$ cat config.mk
export PLATFORM = sky130hd
export DESIGN_NAME = pad_event_encoder
export DESIGN_NICKNAME = d
export VERILOG_FILES = /design/src/rtl/pad_event_encoder.sv
export SDC_FILE = /design/constraint.sdc
export NUM_CORES = 1
export LEC_CHECK = 0
export ABC_AREA = 1
export CAP_MARGIN = 5
export CORE_MARGIN = 5
export CORE_UTILIZATION = 30
export DETAILED_ROUTE_END_ITERATION = 7
export GPL_ROUTABILITY_DRIVEN = 1
export PLACE_DENSITY_LB_ADDON = 0.1
export SETUP_SLACK_MARGIN = 0.5
export SYNTH_ARGS = -nofsm -noshare
export SYNTH_HDL_FRONTEND = slang
export SYNTH_SLANG_ARGS = --single-unit
$ cat constraint.sdc
create_clock -name clk -period 2.5 [get_ports clk]
set_input_delay 0.5 -clock clk [delete_from_list [all_inputs] [get_ports clk]]
set_output_delay 0.5 -clock clk [all_outputs]
set_load 0.1 [all_outputs]
$ cat src/rtl/pad_event_encoder.sv
// pad_event_encoder: synchronizes N_PADS raw pad levels, filters them, turns
// rising edges of the filtered level into press events and queues the pad
// indices in a small FIFO for a valid/ready consumer.
//
// Build option: define PAD_DEBOUNCE_EN to give every pad a DB_CYCLES-long
// debounce counter. Without it the filtered state is sync2 delayed by one clock,
// and DB_CYCLES has no effect.
//
// Handshake: ev_valid/ev_idx come from registered FIFO state only. An event is
// consumed on the rising edge where ev_valid && ev_ready. ev_idx is held stable
// while ev_valid is high and ev_ready is low.
module pad_event_encoder #(
   parameter int N_PADS     = 12,
   parameter int IDX_W      = 4,
   parameter int FIFO_DEPTH = 4,
   parameter int DB_CYCLES  = 4
) (
   input  logic              clk,
   input  logic              rst_n,
   input  logic [N_PADS-1:0] pad_in,
   input  logic              ev_ready,
   input  logic              ovf_clr,
   output logic              ev_valid,
   output logic [IDX_W-1:0]  ev_idx,
   output logic              any_held,
   output logic              overflow
);

   localparam int AW = $clog2(FIFO_DEPTH);

   logic [N_PADS-1:0] sync1;
   logic [N_PADS-1:0] sync2;
   logic [N_PADS-1:0] st;
   logic [N_PADS-1:0] st_next;
   logic [N_PADS-1:0] press;
   logic [N_PADS-1:0] pending;
   logic [N_PADS-1:0] low_mask;
   logic [N_PADS-1:0] clr_mask;
   logic [IDX_W-1:0]  push_idx;
   logic              push;
   logic              pop;
   logic              empty;
   logic              full;
   logic              ovf_set;
   logic [AW:0]       wr_ptr;
   logic [AW:0]       rd_ptr;
   logic [IDX_W-1:0]  mem [FIFO_DEPTH];

   // Two-flop synchronizer; nothing downstream sees pad_in directly.
   always_ff @(posedge clk or negedge rst_n) begin
      if (!rst_n) begin
         sync1 <= '0;
         sync2 <= '0;
      end else begin
         sync1 <= pad_in;
         sync2 <= sync1;
      end
   end

`ifdef PAD_DEBOUNCE_EN
   localparam int CW = $clog2(DB_CYCLES + 1);
   localparam logic [CW-1:0] DB_LAST = CW'(DB_CYCLES - 1);

   logic [CW-1:0] db_cnt [N_PADS];

   // A pad flips once its synchronized level has disagreed for DB_CYCLES clocks.
   always_comb begin
      st_next = st;
      for (int i = 0; i < N_PADS; i++) begin
         if ((sync2[i] != st[i]) && (db_cnt[i] == DB_LAST)) begin
            st_next[i] = ~st[i];
         end
      end
   end

   // Per-pad mismatch counters: count while disagreeing, restart on agreement or flip.
   always_ff @(posedge clk or negedge rst_n) begin
      if (!rst_n) begin
         for (int i = 0; i < N_PADS; i++) begin
            db_cnt[i] <= '0;
         end
      end else begin
         for (int i = 0; i < N_PADS; i++) begin
            if ((sync2[i] == st[i]) || (db_cnt[i] == DB_LAST)) begin
               db_cnt[i] <= '0;
            end else begin
               db_cnt[i] <= db_cnt[i] + CW'(1);
            end
         end
      end
   end
`else
   // Filtered state is simply sync2 one clock later.
   assign st_next = sync2;
`endif

   // Filtered pad state and the registered any-held summary.
   always_ff @(posedge clk or negedge rst_n) begin
      if (!rst_n) begin
         st       <= '0;
         any_held <= 1'b0;
      end else begin
         st       <= st_next;
         any_held <= |st;
      end
   end

   assign press = st_next & ~st;

   // Lowest-index pending pad: scan downward so the lowest set bit wins.
   always_comb begin
      push_idx = '0;
      low_mask = '0;
      for (int i = N_PADS - 1; i >= 0; i--) begin
         if (pending[i]) begin
            push_idx    = IDX_W'(i);
            low_mask    = '0;
            low_mask[i] = 1'b1;
         end
      end
   end

   assign empty    = (wr_ptr == rd_ptr);
   assign full     = (wr_ptr[AW-1:0] == rd_ptr[AW-1:0]) && (wr_ptr[AW] != rd_ptr[AW]);
   assign pop      = ~empty & ev_ready;
   assign push     = (|pending) & (~full | pop);
   assign clr_mask = push ? low_mask : '0;
   // A new press on a pad whose earlier press is still waiting gets merged.
   assign ovf_set  = |(press & pending & ~clr_mask);

   // Pending mask: collect new presses, retire the bit moved into the FIFO.
   always_ff @(posedge clk or negedge rst_n) begin
      if (!rst_n) begin
         pending <= '0;
      end else begin
         pending <= (pending & ~clr_mask) | press;
      end
   end

   // Sticky overflow; a new merge wins over a simultaneous clear.
   always_ff @(posedge clk or negedge rst_n) begin
      if (!rst_n) begin
         overflow <= 1'b0;
      end else if (ovf_set) begin
         overflow <= 1'b1;
      end else if (ovf_clr) begin
         overflow <= 1'b0;
      end
   end

   // Event FIFO: pointers carry one extra wrap bit to tell full from empty.
   always_ff @(posedge clk or negedge rst_n) begin
      if (!rst_n) begin
         wr_ptr <= '0;
         rd_ptr <= '0;
         for (int i = 0; i < FIFO_DEPTH; i++) begin
            mem[i] <= '0;
         end
      end else begin
         if (push) begin
            mem[wr_ptr[AW-1:0]] <= push_idx;
            wr_ptr              <= wr_ptr + 1'b1;
         end
         if (pop) begin
            rd_ptr <= rd_ptr + 1'b1;
         end
      end
   end

   assign ev_valid = ~empty;
   assign ev_idx   = empty ? '0 : mem[rd_ptr[AW-1:0]];

endmodule

==> results of run 1 <==
==> sequential cells by signal, summed over array words and instances, names as in the netlist <==
signal and count:
mem 16, pending 12, st 12, st_next 12, sync1 12, rd_ptr 3, wr_ptr 3, any_held 1
overflow 1
==> cell families (layout without fill, tap and decap cells) <==
family / after synthesis / after routing
AND/OR/NAND/NOR: 157 / 157
flip-flops: 72 / 72
buffers and inverters: 52 / 101
AO/OA/AOI/OAI: 40 / 40
adder cells (fa/ha/maj): 5 / 5
XOR/XNOR: 4 / 4
==> synthesized netlist by cell type <==
| master | instances |
|---|---|
| or2_1 | 1 |
| nor3_1 | 5 |
| nand2_4 | 2 |
| inv_2 | 3 |
| inv_1 | 46 |
| o21ai_1 | 1 |
| nor4_1 | 4 |
| inv_6 | 1 |
| nor2_2 | 5 |
| a21boi_0 | 1 |
| nor2_1 | 27 |
| o211ai_1 | 1 |
| nand3_1 | 20 |
| nand2_2 | 5 |
| ha_1 | 5 |
| a21oi_1 | 7 |
| nand2_1 | 80 |
| dfrtp_1 | 72 |
| buf_6 | 1 |
| xor2_1 | 4 |
| buf_12 | 1 |
| nor2_4 | 5 |
| o21ai_0 | 25 |
| o22ai_1 | 5 |
| nand4_1 | 3 |
==> worst max-delay path, cell delays in order, from the launching register on <==
cell	delay, ns
dfrtp_2	0.43
buf_6	0.14
nand2_4	0.05
nand2_2	0.06
nor2_4	0.15
nand2_8	0.10
nand2_4	0.09
clkinvlp_4	0.09
buf_12	0.17
==> per-stage QoR <==
step / util [%] / hold WS (ns) / total power, W
final: 39.1 / 0.146 / 0.00475
after global routing: 39.1 / 0.187 / 0.00510
after CTS: 38.9 / 0.165 / 0.00478
after detailed placement: 35.9 / 0.335 / 0.00365
after global placement: 35.9 / 0.332 / 0.00363
after floorplan: - / 0.204 / 0.00306
==> timing repair <==
action                                  4_1_cts  5_1_grt
buffers inserted                             10        0
gates resized for setup                       7       11
pin swaps                                     2        3
endpoints found under the setup margin        5        6
==> report_power, final <==
part           switching (W)  internal [W]  total [W]
registers           0.000157       0.00136    0.00152
logic                0.00145      0.000843    0.00230
clock network       0.000448      0.000492   0.000939
total                0.00206       0.00269    0.00475
==> worst paths after layout <==
kind	end	slack [ns]
worst max-delay path	ev_idx[0]	0.39
worst min-delay path	rd_ptr[2]	0.15
worst max register to register	overflow	0.66
worst min register to register	st_next[5]	0.35
max in group asynchronous	st[3]	1.76
min in group clk	st_next[5]	0.35
==> cell type report <==
cell class | count | area (um^2)
flip-flops and latches | 72 | 1810
fillers | 1015 | 6000
well taps | 133 | 166
multi-input cells | 206 | 1100
repair buffers | 35 | 372
clock inverters | 6 | 66.3
clock buffers | 10 | 138
inverters | 50 | 210
==> routing by layer <==
metal	vias to the layer above	wire length, um
met5	-	0
met4	0	175
met2	37	2870
li1	1131	-
met1	1012	2990
met3	13	203
==> results.txt, run 1 <==
Outcome - finished clean
Worst setup path start - rd_ptr[0]
Minimum clock period - 2.11 ns
Die Wd - 111 um
CTS max path bufs - 2
Setup TNS - 0 ns
Compound-Gate Fraction of Synth Area - 6.93%
Synth warn - 0
Leakage power - 1.83 nW
Initial antenna violation count - 0
Drt total wl - 6230 um
Hold crit path type - in -> async
Critical Path AT - 1.61 ns
Vias in the first global route - 2209
CTS tree - yes
Remaining antenna violation count after routing - 0
Post-Layout Cell Count - 512
Final setup violation count - 0
Worst-path clk slew - 0.08 ns
Slew Limit Headroom - 61.8%
Worst slew pin tran - 0.573 ns
Post-Synth Simple-Gate Area - 23.5%
Synth Instances - 330
Worst setup path class - reg -> out
Adder and majority cell fraction of the synthesized area - 2.05%
Pwr dens - 1230 mW/mm^2
Area contributors post-synth - dfrtp_1 (59%), nand2_1 (9.8%), inv_1 (5.7%)
R2R depth - 14
Grt total ovfl - 0
Multiplexer share of the synthesized area - 0%
Dpl ws - 0.468 ns
Fin crit share - 84.3%
Share of the synthesized area in the top cell type - 59.0%
Vias - 2193
Residual DRC count - 0
Reg2reg start - rd_ptr[0]
Share of cells above drive strength 1 - 21.1%
GRT Total Usage - 10.9%
Core area - 0.00986 mm^2
Clock skew - 0.00674 ns
Syn Nets - 351
H-Tree Depth - 3
Largest net degree at the start of global routing - 46
1st-iter DRT viols - 87
Max-Cap Viols - 0
Commonest non-fill, non-tap cell in the layout - nand2_1
Maximum VDD drop - 0.822 mV
Cell taking the most area after synthesis - dfrtp_1
Setup crit end kind - output port
Most used routing layer in global routing - met2
Post-cts hold buffer count - 0
Post-placement cell area - 0.00354 mm^2
Initial Util - 30.9%
Grt met1 use - 14.1%
Final hold vios - 0
Most frequent cells in the layout - nand2_1 (73), dfrtp_1 (69), inv_1 (39)
Skew-Pair Late Insertion Delay - 0.34 ns
Top Ports - 23
CTS buffer count - 9
RSZ-0062 raised after global routing - true
Die Area - 0.0123 mm^2
PortBufs - 22
Worst-path fanout max - 6
Syn Std Cell Area - 0.00305 mm^2
Xor and xnor area share after synthesis - 1.15%
Grt met3 use - 2.35%
Area growth syn-to-layout - 26.5%
Root Driver - clkbuf_8
Post-route setup slack - 0.393 ns
Slew Limit Fails - 0
Final Net Count - 395
Pre-Repair DR Iteration Count - 4
Syn_area_per_cell - 9.25 um^2
DR vias/cell - 4.28
Number of synthesized register bits - 72
Met2 Resource Use GR - 17.3%
Sink Count - 72
Drt wl/cell - 12.2 um
Ant. Diodes - 0
GPL Wtd Cong - 0.849
Global-route wire length before repair - 10700 um
Die height - 111 um
Max frequency - 475 MHz
Final Instance Area - 0.00386 mm^2
Crit path launch type - flop
Detailed Place HPWL - 4660 um
Rows - 36
Post-Place Cells - 486
Worst Path Required - 2.00 ns
Sequential area share after synthesis - 59.0%
Largest family of logic cells by synthesized area - simple AND/OR/NAND/NOR gates
Unique cell type count in the Yosys netlist - 25
Note: power is estimated with default switching activity, not from simulation.
==> run 2: changes to the inputs <==
- clock period: 2.5 -> 2 ns (I/O delays scaled with it)
==> results.txt, run 2 (synthesis gave the netlist of run 1 again) <==
Vias - 2278 (+3.9%)
Pwr dens - 1530 mW/mm^2 (+24%)
CTS buffer count - 9 (unchanged)
Global-route wire length before repair - 11300 um (+4.9%)
RSZ-0062 raised after global routing - true
H-Tree Depth - 3 (unchanged)
Leakage power - 1.89 nW (+3.1%)
Pre-Repair DR Iteration Count - 4 (unchanged)
CTS tree - yes
Outcome - finished, violations left
Failing checks - setup timing
Filler Cells Inserted - 977 (-3.7%)
Final setup violation count - 5 (+5)
Sink Count - 72 (unchanged)
Worst setup path class - reg -> out
Minimum clock period - 2.02 ns
Post-route setup slack - -0.0214 ns (-0.415 ns)
GRT Total Usage - 11.4% (+0.48 points)
Most frequent cells in the layout - nand2_1 (71), dfrtp_1 (69), inv_1 (38)
Design Power - 0.00621 W (+31%)
Core area - 0.00986 mm^2 (unchanged)
Clock skew - 0.00992 ns (+0.00318 ns)
Worst slew pin tran - 0.493 ns (-0.0803 ns)
Initial Util - 30.9% (unchanged)
Hold crit path type - reg -> reg
Final Net Count - 406 (+2.8%)
Drt wl/cell - 12.4 um (+2.2%)
Ant. Diodes - 0 (unchanged)
CP most frequent cell - nand2_2
Max-Cap Viols - 0 (unchanged)
CP max stage delay - 0.48 ns (+0.05 ns)
Initial antenna violation count - 0 (unchanged)
Skew-Pair Late Insertion Delay - 0.35 ns (about the same)
Final core utilization - 41.2% (+2.0 points)
Buf/Inv on CP - 3 (unchanged)
Remaining antenna violation count after routing - 0 (unchanged)
CTS max path bufs - 2 (unchanged)
1st-iter DRT viols - 111 (+28%)
GPL Wtd Cong - 0.824 (-2.8%)
Worst Path Required - 1.60 ns (-0.40 ns)
Largest reg by FF count - mem
Min Hold Slack - 0.346 ns (+0.200 ns)
Area growth syn-to-layout - 33.1%
Final Instance Area - 0.00406 mm^2 (+5.2%)
Worst-path fanout max - 10 (+4)
Die Wd - 111 um (unchanged)
Die height - 111 um (unchanged)
Worst-path clk slew - 0.09 ns (about the same)
Largest net degree at the start of global routing - 32 (-30%)
Setup crit end kind - output port
Drt total wl - 6510 um (+4.4%)
CP Cell Sequence - inv_6, nand2_2, nand2_2, nor2_4, nand2_8, nand2_4, clkinvlp_4, buf_12
Detailed Place HPWL - 4600 um (-1.4%)
Share of cells above drive strength 1 - 26.2% (+5.0 points)
Fin crit share - 101%
Critical Path AT - 1.62 ns (about the same)
Die Area - 0.0123 mm^2 (unchanged)
DR vias/cell - 4.36 (+1.7%)
Commonest non-fill, non-tap cell in the layout - nand2_1
Final hold vios - 0 (unchanged)
Rows - 36 (unchanged)
Maximum VDD drop - 1.04 mV (+27%)
CP top delay family - flip-flops
Post-placement cell area - 0.00360 mm^2 (+1.6%)
Max reg flops - 16 (unchanged)
Vias in the first global route - 2357 (+6.7%)
Crit path launch type - flop
Max frequency - 495 MHz
Max stage delay cell, worst path - dfrtp_2
Top Ports - 23 (unchanged)
Grt total ovfl - 0 (unchanged)
PortBufs - 22 (unchanged)
Residual DRC count - 0 (unchanged)
Dpl ws - 0.0256 ns (-0.442 ns)
Slew Limit Headroom - 66.8% (+5.1 points)
Slew Limit Fails - 0 (unchanged)
Root Driver - clkbuf_8
-- run 2: cell count changes in the layout (fill, tap and decap cells not counted), sizes merged --
cell,previous run,this run
dlygate4sd3,0,1
clkinv,4,1
clkbuf,10,9
clkinvlp,4,5
buf,21,31
inv,47,50
-- run 2: worst paths after layout --
check                          start          to  slack, ns  cells past startpoint
setup / recovery           rd_ptr[0]   ev_idx[0]      -0.02                      8
hold / removal              sync1[3]  st_next[3]       0.35                      0
setup reg to reg           rd_ptr[0]    overflow       0.14                     14
hold reg to reg             sync1[3]  st_next[3]       0.35                      0
max in group asynchronous      rst_n  pending[3]       0.86                      3
min in group asynchronous      rst_n      mem[1]       0.53                      2
-- run 2: layout make-up --
cell class / instances / area [um^2] / area share, %
timing repair buffer: 46 / 477 / 11.7
clock buffer: 9 / 124 / 3.05
inverter: 50 / 213 / 5.24
multi-input combinational: 206 / 1190 / 29.4
tap: 133 / 166 / 4.10
sequential: 72 / 1810 / 44.4
clock inverter: 7 / 83.8 / 2.06
-- run 2: power by group --
group | internal, W | switching (W) | total [W]
logic | 0.00116 | 0.00194 | 0.00310
registers | 0.00170 | 0.000190 | 0.00189
clock network | 0.000600 | 0.000622 | 0.00122
-- run 2: what timing repair did --
item | CTS | global route
hold endpoints to repair | 5 | 0
pin swaps | 9 | 2
endpoints found under the setup margin | 39 | 39
hold buffers | 1 | 0
gates resized for setup | 33 | 11
setup buffers | 13 | 1
-- run 2: layer usage --
metal  GRT usage (%)  wire length, um
met2            18.4             3170
met4            4.43              120
met1            14.3             2970
met5               0                0
met3            3.38              247
-- run 2: metrics by stage --
stage           TNS, ns  instances
2_1_floorplan         0        330
4_1_cts          -0.130        522
6_report        -0.0708        523
3_5_place_dp          0        492
3_3_place_gp   -0.00900        492
5_1_grt          -0.698        523
